`src/rtl/cpu_sequencer_pkg.sv`:
```
// Shared definitions for the cpu_sequencer run controller: FSM state encoding
// and the default address / instruction widths.
package cpu_sequencer_pkg;

   localparam int ADDR_W  = 8;
   localparam int INSTR_W = 8;

   typedef enum logic [1:0] {
      IDLE   = 2'd0,
      FETCH  = 2'd1,
      EXEC   = 2'd2,
      HALTED = 2'd3
   } seq_state_t;

endpackage

```
`src/rtl/seq_bp_unit.sv`:
```
// PC breakpoint comparator with a one-shot suppress flag, so that resuming
// from a breakpoint can fetch the instruction sitting at the breakpoint PC.
module seq_bp_unit #(
   parameter int ADDR_W = cpu_sequencer_pkg::ADDR_W
) (
   input  logic              clock,
   input  logic              clear,
   input  logic              bp_en,
   input  logic [ADDR_W-1:0] bp_addr,
   input  logic [ADDR_W-1:0] pc,
   input  logic              arm,
   input  logic              consume,
   output logic              bp_stop
);

   logic suppress;

   always_ff @(posedge clock) begin
      if (clear) begin
         suppress <= 1'b0;
      end else if (arm) begin
         suppress <= 1'b1;
      end else if (consume) begin
         suppress <= 1'b0;
      end
   end

   assign bp_stop = bp_en && (pc == bp_addr) && !suppress;

endmodule

```
`src/rtl/cpu_sequencer.sv`:
```
// Fetch/execute run controller for the 8-bit core: run, single-step, halt and
// PC breakpoint. Optional fetch watchdog enabled by defining FETCH_TIMEOUT_EN.
module cpu_sequencer #(
   parameter int ADDR_W         = cpu_sequencer_pkg::ADDR_W,
   parameter int INSTR_W        = cpu_sequencer_pkg::INSTR_W,
   parameter int CNT_W          = 16,
   parameter int TIMEOUT_CYCLES = 15
) (
   input  logic               clock,
   input  logic               clear,
   input  logic               run,
   input  logic               step,
   input  logic               halt_req,
   input  logic               bp_en,
   input  logic [ADDR_W-1:0]  bp_addr,
   input  logic [ADDR_W-1:0]  pc_in,
   output logic               fetch_req,
   output logic [ADDR_W-1:0]  fetch_addr,
   input  logic               fetch_valid,
   input  logic [INSTR_W-1:0] fetch_data,
   output logic [INSTR_W-1:0] instruction,
   output logic               exec_en,
   output logic               halted,
   output logic               bp_hit,
   output logic [CNT_W-1:0]   retired,
`ifdef FETCH_TIMEOUT_EN
   output logic               fetch_err,
`endif
   output logic [1:0]         state
);

   import cpu_sequencer_pkg::*;

   seq_state_t state_q, state_d;
   logic       step_mode;
   logic       halt_pend;
   logic       run_q;
   logic       step_go;
   logic       arm;
   logic       consume;
   logic       bp_stop;
   logic       timeout;

   seq_bp_unit #(.ADDR_W(ADDR_W)) u_bp (
      .clock   (clock),
      .clear   (clear),
      .bp_en   (bp_en),
      .bp_addr (bp_addr),
      .pc      (pc_in),
      .arm     (arm),
      .consume (consume),
      .bp_stop (bp_stop)
   );

`ifdef FETCH_TIMEOUT_EN
   localparam int TO_W = $clog2(TIMEOUT_CYCLES + 1);
   logic [TO_W-1:0] to_cnt;

   // Counter restarts on every entry into FETCH because it is held at zero elsewhere.
   always_ff @(posedge clock) begin
      if (clear || (state_q != FETCH)) begin
         to_cnt <= '0;
      end else begin
         to_cnt <= to_cnt + 1'b1;
      end
   end

   assign timeout = (to_cnt == TO_W'(TIMEOUT_CYCLES - 1));

   always_ff @(posedge clock) begin
      if (clear) begin
         fetch_err <= 1'b0;
      end else if ((state_q == FETCH) && !bp_stop && !fetch_valid && timeout) begin
         fetch_err <= 1'b1;
      end else if ((state_q == HALTED) && (state_d != HALTED)) begin
         fetch_err <= 1'b0;
      end
   end
`else
   assign timeout = 1'b0;
`endif

   assign step_go    = step && !halt_req;
   assign fetch_addr = pc_in;
   assign state      = state_q;

   always_comb begin
      state_d   = state_q;
      fetch_req = 1'b0;
      exec_en   = 1'b0;
      halted    = 1'b0;
      arm       = 1'b0;
      consume   = 1'b0;
      unique case (state_q)
         IDLE: begin
            if (run || step_go) state_d = FETCH;
         end
         FETCH: begin
            // A breakpoint hit takes priority and never raises the request.
            if (bp_stop) begin
               state_d = HALTED;
            end else begin
               fetch_req = 1'b1;
               if (fetch_valid)  state_d = EXEC;
               else if (timeout) state_d = HALTED;
            end
            consume = (state_d != FETCH);
         end
         EXEC: begin
            exec_en = 1'b1;
            if (step_mode || halt_pend || halt_req) state_d = HALTED;
            else if (run)                           state_d = FETCH;
            else                                    state_d = IDLE;
         end
         HALTED: begin
            halted = 1'b1;
            if (step_go || (run && !run_q && !halt_req)) begin
               state_d = FETCH;
               arm     = 1'b1;
            end
         end
         default: state_d = IDLE;
      endcase
   end

   always_ff @(posedge clock) begin
      if (clear) begin
         state_q     <= IDLE;
         step_mode   <= 1'b0;
         halt_pend   <= 1'b0;
         run_q       <= 1'b0;
         bp_hit      <= 1'b0;
         instruction <= '0;
         retired     <= '0;
      end else begin
         state_q <= state_d;
         run_q   <= run;
         if ((state_d == FETCH) && (state_q != FETCH)) begin
            step_mode <= ((state_q == HALTED) && step_go) || !run;
         end
         // A pending halt is consumed by the EXEC it stops, or by any other halt.
         if ((state_d == HALTED) || (state_q == EXEC)) begin
            halt_pend <= 1'b0;
         end else if (halt_req && (state_q == FETCH)) begin
            halt_pend <= 1'b1;
         end
         if ((state_q == FETCH) && bp_stop) begin
            bp_hit <= 1'b1;
         end else if ((state_q == HALTED) && (state_d != HALTED)) begin
            bp_hit <= 1'b0;
         end
         if ((state_q == FETCH) && (state_d == EXEC)) begin
            instruction <= fetch_data;
         end
         if (exec_en) begin
            retired <= retired + 1'b1;
         end
      end
   end

endmodule

```
`config.mk`:
```
export PLATFORM = sky130hd
export DESIGN_NAME = cpu_sequencer
export DESIGN_NICKNAME = d
export VERILOG_FILES = /design/src/rtl/cpu_sequencer_pkg.sv /design/src/rtl/seq_bp_unit.sv /design/src/rtl/cpu_sequencer.sv
export SDC_FILE = /design/constraint.sdc
export NUM_CORES = 1
export LEC_CHECK = 0
export CAP_MARGIN = 30
export CORE_UTILIZATION = 41
export DETAILED_ROUTE_END_ITERATION = 6
export GPL_TIMING_DRIVEN = 0
export PLACE_DENSITY = 0.8
export SYNTH_ARGS = -nofsm -noshare
export SYNTH_HDL_FRONTEND = slang
export SYNTH_SLANG_ARGS = --single-unit
export TNS_END_PERCENT = 1
```
`constraint.sdc`:
```
create_clock -name clock -period 1.6 [get_ports clock]
set_input_delay 0.32 -clock clock [delete_from_list [all_inputs] [get_ports clock]]
set_output_delay 0.32 -clock clock [all_outputs]
set_load 0.02 [all_outputs]
```
Yosys cells after proc, flatten, opt, wreduce, memory -nomap -nowiden:

Cells that the tools add are included.

* flip-flop bits (word level): 31
* latch bits: 0
* bits in writable memories: 0
* ROM bits: 0
* logic and storage cells: 63
* memories: 0

* add/sub/neg operators: 1
* multiply operators: 0
* div/mod/pow operators: 0
* magnitude comparators: 0
* equality and inequality tests: 10
* shift-type cells: 0
* mux-type cells: 19
* bitwise gates (word level): 0
* reductions and logical operators: 25

Operator list (number)
* adder 16 x 1 -> 16 bit (second input constant): 1
* two-way mux 1 bit: 12
* two-way mux 2 bit: 6
* logical AND 1 bit: 11
* equality test 2 bit (second input constant): 4
* equality test 8 bit: 1
* one-hot mux 2 bit (4 select lines): 1
* logical OR 1 bit: 6
* equality test 2 x 1 -> 1 bit (second input constant): 2
* logical NOT 1 bit: 4
* != test 2 x 1 -> 1 bit (second input constant): 2
* nonzero test 2 bit: 2
* logical NOT 2 bit: 1
* != test 2 bit (second input constant): 1
* OR reduction 2 bit: 1

Depth between registers and ports, before layout:

* depth after elaboration: 10
* depth in mapped cells: 7
* depth with buffers taken out: 5

Modules after synthesis:

Synthesis repeated with hierarchy kept, for this count alone.

* cell total of the unflattened synthesis: 186
* area total of the unflattened synthesis: 1544.0 sq um

By module, submodules not included
* cpu_sequencer: times used 1, cells each 170, area each 1412.6 sq um, sequential area each 600.6 sq um
* seq_bp_unit: times used 1, cells each 16, area each 131.4 sq um, sequential area each 20.0 sq um

Worst setup path before layout:

No wires, ideal clock.

* path kind: reg2reg
* from: register state_q[0], in the netlist state[0]
* to: register instruction[7]
* data arrival time: 1.403 ns
* required time: 1.472 ns
* slack: 0.070 ns
* cell stages (with the launch flop): 8
* buffers on the path: 2
* period minus slack after synthesis: 1.530 ns
* cells stage by stage: dfxtp_1 > buf_6 > and2b_1 > and2_1 > o31a_1 > buf_4 > mux2i_1 > nor2_1

* longest elaborated chain between the ends: 6
* elaborated cells on any way between the ends: 12

RTL lines
* start, declared: RTL line cpu_sequencer.sv:34 `seq_state_t state_q, state_d;`
* start signal, assigned: RTL line cpu_sequencer.sv:136 `state_q <= state_d;`
* two-way mux 2 bit: RTL line cpu_sequencer.sv:104 `if (fetch_valid) state_d = EXEC;`
* two-way mux 2 bit: RTL line cpu_sequencer.sv:100 `if (bp_stop) begin`
* two-way mux 2 bit: RTL line cpu_sequencer.sv:94 `unique case (state_q)`
* one-hot mux 2 bit (4 select lines): RTL line cpu_sequencer.sv:94
* equality test 2 bit: RTL line cpu_sequencer.sv:152 `if ((state_q == FETCH) && (state_d == EXEC)) begin`
* logical AND 1 bit (*): RTL line cpu_sequencer.sv:152
* end signal, assigned: RTL line cpu_sequencer.sv:153 `instruction <= fetch_data;`
* end, declared: RTL line cpu_sequencer.sv:21 `output logic [INSTR_W-1:0] instruction,`

Every way passes the cells marked *; elsewhere a longest branch is shown, timed or not. The select of a mux whose other input is x is not followed.
A chain may end at the register's enable or synchronous reset.

Final worst setup path:

* from: input port bp_addr[2]
* to: output port fetch_req

* longest elaborated chain between the ends: 5

RTL lines
* start, declared: RTL line cpu_sequencer.sv:15 `input logic [ADDR_W-1:0] bp_addr,`
* equality test 8 bit: RTL line seq_bp_unit.sv:28 `assign bp_stop = bp_en && (pc == bp_addr) && !suppress;`
* logical AND 1 bit (2 in a row): RTL line seq_bp_unit.sv:28
* two-way mux 1 bit: RTL line cpu_sequencer.sv:100
* two-way mux 1 bit: RTL line cpu_sequencer.sv:94
* end, declared: RTL line cpu_sequencer.sv:17 `output logic fetch_req,`

No other way between the ends.

==> out/qor.txt <==
Global route overflow - 0
DR pass1 iterations - 4
Root Driver - clkbuf_8
Setup Crit Path Kind - in2out
CP bufs+invs - 2
Final setup margin - -0.00649 ns
Die X-Extent - 62.7 um
Max cap viols - 0
Post-route ant nets - 0
Via count - 1437
Worst setup SP type - input pin
Largest net degree at the start of global routing - 11
Post-synth top area cell - dfxtp_1
Clk Latency, worst-skew pair - 0.28 ns
Post-detail-place hpwl - 2.69 mm
Routed wire length - 3.49 mm
Unrepaired setup endpoints after global routing - yes
Crit-path max cell delay - 0.24 ns
Diode count - 0
Initial antenna violation count - 0
Critical R2R Capture - instruction[0]
Slew HR - 68.7%
CP Depth - 6
Synth Net Count - 204
Worst-path clk slew - 0.06 ns
Top post-synthesis cells by area - dfxtp_1 41%, xnor2_1 7.0%, nor2_1 6.2%
Row count - 21
Initial DRC count - 83
Failing checks - negative setup slack
Initial core utilization - 43.8%
Core Box Area - 3440 um2
Final cell count without fillers - 295
Commonest non-fill, non-tap cell in the layout - dfxtp_1
Die Y - 62.7 um
Layout net count - 280
Highest Clock Rate - 622 MHz
Vias in the first global route - 1353
CP top delay family - simple AND/OR/NAND/NOR gates
Post-synthesis sequential area ratio - 41.1%
Ys Warns - 0
Crit path capture type - primary output
Final hold viol count - 0
CTS Buffer Depth - 2
CP required - 1.28 ns
Power Dens Cells - 775 nW/um2
Most used routing layer - met2
DR WL/cell - 11.8 um
Worst Hold Path Cells - 2
Clk_skew - 0.00211 ns
Die footprint - 3930 um2
R2r setup slk - 0.10 ns
Grt met1 use - 21.2%
Clock Sinks - 31
Cells on worst reg2reg path - 7
Routed vias/inst - 4.87
Smallest hold slack - 0.494 ns
Placed insts - 286
CP Launch Point - bp_addr[2]
Max-slew violations - 0
Final min period - 1.61 ns
CP max FO - 2
M3 GR Usage - 8.58%
Yosys reg bits - 31
First-pass GRT wire length - 5.84 mm
Syn-to-layout area delta - 56.0%
Netlist cell types - 38
Global Route Usage Sum - 19.1%
Leakage power - 1.12 nW
Most frequent cells in the layout - 29 x dfxtp_1, 25 x nor2_1, 25 x clkdlybuf4s50_1
Worst-margin pin slew - 0.469 ns
Hold_buf cts - 0
Peak supply drop - 0.484 mV
Slowest cell on the critical path - nor3_4
Post-route clock period utilization - 100%
Syn avg cell area - 8.77 um2
Met2 usage - 31.7%
Ports - 69
CTS Buf Count - 5
Critical path endpoint - fetch_req
Ratio of cells with drive above 1 in the final layout - 16.1%
CTS tree - done
Synthesized cell area - 1510 um2
CTS H-tree depth - 2
Synth Instances - 172
Worst Path Arrival - 1.29 ns
Fin util - 68.4%
R2R Path Start - state[0]
CP Cell Sequence - clkdlybuf4s15_1, xnor2_1, nand4_1, nor3_4, nor2b_2, buf_6
Worst hold path class - reg2reg
Status - complete, but fails checks
Gpl congestion - 0.847
Detailed-route DRC error count - 0
Final setup viols - 1
Number of buffers inserted by port buffering - 68
Post-synth top area share - 41.1%
## timing repair
| action | in CTS | in global routing |
|---|---|---|
| gates resized for setup | 44 | 31 |
| setup buffers | 1 | 0 |
| pin swaps | 6 | 9 |
| endpoints found under the setup margin | 31 | 23 |
## stage by stage
| stage | power, W | worst slack (ns) | TNS [ns] | instance area, um2 |
|---|---|---|---|---|
| 2_1_floorplan | 0.00101 | 0.0697 | 0 | 1510 |
| 3_3_place_gp | 0.00117 | -0.918 | -6.26 | 2250 |
| 3_5_place_dp | 0.00118 | -0.932 | -6.97 | 2250 |
| 4_1_cts | 0.00184 | -0.208 | -0.220 | 2330 |
| 5_1_grt | 0.00191 | -0.0578 | -0.124 | 2350 |
| 6_report | 0.00182 | -0.00649 | -0.00649 | 2350 |
## metal layers
metal | up-vias | part of all wire, % | routed length, um
li1 | 729 | - | -
met1 | 647 | 44 | 1520
met2 | 56 | 47 | 1630
met3 | 5 | 8.1 | 281
met4 | 0 | 1.7 | 61
met5 | - | 0 | 0
## registers in the layout, indices dropped and copies added, names as in the netlist
register       cells
instruction        8
halt_pend          1
run_q              1
step_mode          1
bp_hit             1
u_bp.suppress      1
retired           16
state              2
## worst min path at each step
stage                               from             end  slack, ns
after floorplan                      run           run_q       0.45
after global placement            bp_hit          bp_hit       0.47
after detailed placement          bp_hit          bp_hit       0.48
after CTS                         bp_hit          bp_hit       0.49
after global routing          retired[9]      retired[9]       0.53
final                     instruction[6]  instruction[6]       0.49
## power by group
part / switching, W / total, W / leakage [nW] / internal, W
Sequential: 0.0000160 / 0.000812 / 0.252 / 0.000796
Combinational: 0.000159 / 0.000341 / 0.814 / 0.000182
Clock: 0.000279 / 0.000671 / 0.0515 / 0.000392
## worst min-delay path, cell delays in order, from the launching register on
cell,delay [ns]
dfxtp_1,0.32
mux2i_1,0.06
nor2_1,0.08
## logic make-up after synthesis
kind of cell               after synthesis  synth area share [%]
muxes                                    9                  5.97
xor gates and xnor gates                21                  12.2
DFF                                     31                  41.1
buffers and inverters                   19                  7.46
adders and majority gates                1                 0.829
AOI/OAI and AO/OA                       22                  8.87
and+or+nand+nor                         69                  23.5
## area by class of cell
cell class / instances / area [um2]
fill: 323 / 1090
sequential: 31 / 623
buffer: 13 / 93.8
tap: 46 / 57.6
multi-input combinational: 122 / 793
timing repair buffer: 69 / 663
clock buffer: 8 / 100
inverter: 6 / 22.5
## Yosys cell counts, drive strengths merged
| master | count |
|---|---|
| a21oi | 7 |
| a22oi | 1 |
| a2bb2oi | 1 |
| a31oi | 1 |
| and2 | 1 |
| and2b | 1 |
| and3 | 1 |
| and4 | 3 |
| and4b | 1 |
| buf | 10 |
| clkbuf | 3 |
| dfxtp | 31 |
| ha | 1 |
| inv | 6 |
| mux2i | 9 |
| nand2 | 14 |
| nand2b | 1 |
| nand3 | 6 |
| nand3b | 1 |
| nand4 | 5 |
| nor2 | 25 |
| nor2b | 3 |
| nor3 | 4 |
| nor4 | 1 |
| o211ai | 1 |
| o21a | 1 |
| o21ai | 6 |
| o21bai | 1 |
| o221ai | 1 |
| o22ai | 1 |
| o31a | 1 |
| or3 | 2 |
| xnor2 | 12 |
| xor2 | 9 |
Note: power is estimated with default switching activity, not from simulation.
==> RTL change, RTL diff (config.mk and constraints unchanged) <==
Set the package constant `INSTR_W` to 6 (it was 8).
--- a/src/rtl/cpu_sequencer_pkg.sv
+++ b/src/rtl/cpu_sequencer_pkg.sv
@@ -3,7 +3,7 @@
 package cpu_sequencer_pkg;
 
    localparam int ADDR_W  = 8;
-   localparam int INSTR_W = 8;
+   localparam int INSTR_W = 6;
 
    typedef enum logic [1:0] {
       IDLE   = 2'd0,
Ports: changed (resized fetch_data and instruction); port bits go from 69 to 65. The function was not compared with the original's and may differ.
==> RTL change against the original RTL <==
The flow still finishes with violations (negative setup slack); first-iteration DRC count rose by 25%; setup slack got worse by 0.36 ns; area after synthesis decreased by 1.4%; clock skew grew 0.0091 ns; via count is 0.42% higher; total power fell by 16%; sequential cell count down 2; routed wire length is 10% higher; final cell count shrank 0.34%; design area down 2.3%; critical endpoint unchanged.
==> RTL change: results (changes against the original RTL) <==
[status]
violations = negative setup slack  ; unchanged
status = finished with violations  ; unchanged

[yosys]
synthFlopType = dfxtp_1  ; unchanged
yosysSeqAreaShare_pct = 39.02  ; was 41.13%
synth_mux_area_share_pct = 0.6728  ; was 5.970%
synth-xor-area-share_pct = 10.60  ; was 12.19%
ys_types = 44  ; was 38
synth.area.top_cells = dfxtp_1 39%, xnor2_1 5.9%, xor2_1 4.7%, nor2_1 4.5%, a21oi_1 4.0%  ; was dfxtp_1 41%, xnor2_1 7.0%, nor2_1 6.2%, mux2i_1 6.0%, xor2_1 5.2%
synth_fp_nets = 202  ; was 204
synth_adder_area_share_pct = 0.8410  ; was 0.8292%
syn_inst = 172  ; unchanged
ys_top_cells_by_count = 29 x dfxtp_1, 18 x nor2_1, 12 x a21oi_1, 12 x nand2_1, 10 x xnor2_1  ; was 31 x dfxtp_1, 25 x nor2_1, 14 x nand2_1
synth_compound_area_share_pct = 12.36  ; was 8.872%

[clocking]
htreeDepth = 2  ; unchanged
clk_pin_slew_ns = 0.09  ; was 0.06 ns
clk_latency_ns = 0.35  ; was 0.28 ns
cts_root_buf = clkbuf_4  ; was clkbuf_8

[pwr]
power_leakage_nw = 1.105  ; was 1.117 nW
max-vdd-ir-drop_mv = 0.4679  ; was 0.4842 mV

[detailed_routing]
wl_per_cell_um = 13.06  ; was 11.82 um
drtIter0Drc = 104  ; was 83
dr_total_vias = 1443  ; was 1437
routed_wirelength_um = 3841  ; was 3486 um
first_pass_iters = 5  ; was 4

[placement]
dpl.hpwl_um = 2660  ; was 2687 um
gp_congestion = 0.7803  ; was 0.8469
port_buffers = 64  ; was 68

[worst_setup_path]
crit_path_start = u_bp.suppress  ; was bp_addr[2]
reg2reg_slack_ns = -0.01  ; was 0.10 ns
r2r_end = state[1]  ; was instruction[0]
path_delay_family = simple AND/OR/NAND/NOR gates  ; unchanged
arrival_ns = 1.64  ; was 1.29 ns
cp_slowest_cell = dfxtp_2  ; was nor3_4
slowest_delay_ns = 0.33  ; was 0.24 ns

[timing]
setup_viol = 2  ; was 1
timing.final.ws_setup_ns = -0.3646  ; was -0.006495 ns
finalClockSkew_ns = 0.01120  ; was 0.002107 ns
relSlewSlack_pct = 68.31  ; was 68.75%

[global_routing]
met3_usage_pct = 4.596  ; was 8.577%
grt_pass1_vias = 1235  ; was 1353
met2_usage_pct = 30.77  ; was 31.66%
grt_max_degree = 12  ; was 11
grt_use_met1_pct = 24.06  ; was 21.20%
grt_first_pass_wirelength_um = 5830  ; was 5837 um
grtUsageTotal_pct = 19.31  ; was 19.13%

[layout]
final_layout_size_suffix_gt1_share_pct = 20.97  ; was 16.06%
antenna_cells = 0  ; unchanged
nets = 277  ; was 280
largest_register_ff_count = 16  ; unchanged

-- RTL change: cell count changes in the layout (fill, tap and decap cells not counted), moves of 4 or more --
| cell | change |
|---|---|
| a21oi_1 | +5 |
| buf_4 | +6 |
| clkbuf_2 | -4 |
| clkbuf_4 | +5 |
| clkbuf_8 | -7 |
| clkdlybuf4s50_1 | -12 |
| dlygate4sd2_1 | +12 |
| mux2i_1 | -8 |
| nor2_1 | -8 |
| nor2b_1 | +4 |
| o21ai_1 | +5 |
-- RTL change: worst min-delay path, cell delays in order (launching register included) --
cell and delay, ns:
dfxtp_1 0.32, nand2_1 0.05, a21oi_1 0.05
-- RTL change: timing repair --
action                     CTS  global route
setup endpoints to repair   54            27
resized for setup           63            21
pin swaps                    2             6
hold buffers                 0             0
buffers inserted             3             1
-- RTL change: routing by layer --
metal	up-vias	wire, um
met5	-	0
met4	0	58
met3	5	173
met2	40	1895
met1	658	1714
li1	740	-
-- RTL change: worst min-delay path by stage --
stage,start,end,slack (ns),cells after the start
after global placement,bp_hit,bp_hit,0.44,2
after floorplan,run,step_mode,0.43,1
after CTS,bp_hit,bp_hit,0.46,2
final,bp_hit,bp_hit,0.46,2
after detailed placement,bp_hit,bp_hit,0.45,2
after global routing,bp_hit,bp_hit,0.48,2
-- RTL change: logic make-up after synthesis --
logic type,Yosys count
and+or+nand+nor,73
AOI/OAI and AO/OA,30
buffers and inverters,20
adders and majority gates,1
DFF,29
muxes,1
xor gates and xnor gates,18
-- RTL change: power breakdown --
group / internal [mW] / switching (mW)
clock network: 0.167 / 0.274
logic: 0.168 / 0.151
registers: 0.745 / 0.0204
total: 1.08 / 0.445
-- RTL change: per-stage QoR --
stage	TNS, ns	hold slack (ns)	setup WS, ns	utilization, %	area (sq um)
6_report	-0.3696	0.4551	-0.3646	67.29	2298
3_3_place_gp	-13.44	0.4393	-1.185	63.99	2186
5_1_grt	-0.9346	0.4797	-0.4050	67.29	2298
3_5_place_dp	-13.74	0.4481	-1.161	63.99	2186
2_1_floorplan	-0.2251	0.4301	-0.09314	-	1488
4_1_cts	-1.413	0.4580	-0.4868	65.53	2238
-- RTL change: area by class of cell --
class,count,area (sq um)
inverter,5,18.77
sequential,29,584.3
tap,46,57.56
clock buffer,6,41.29
clock inverter,2,10.01
buffer,15,107.6
multi-input combinational,123,843.3
timing repair buffer,68,635.6
fill,301,1117
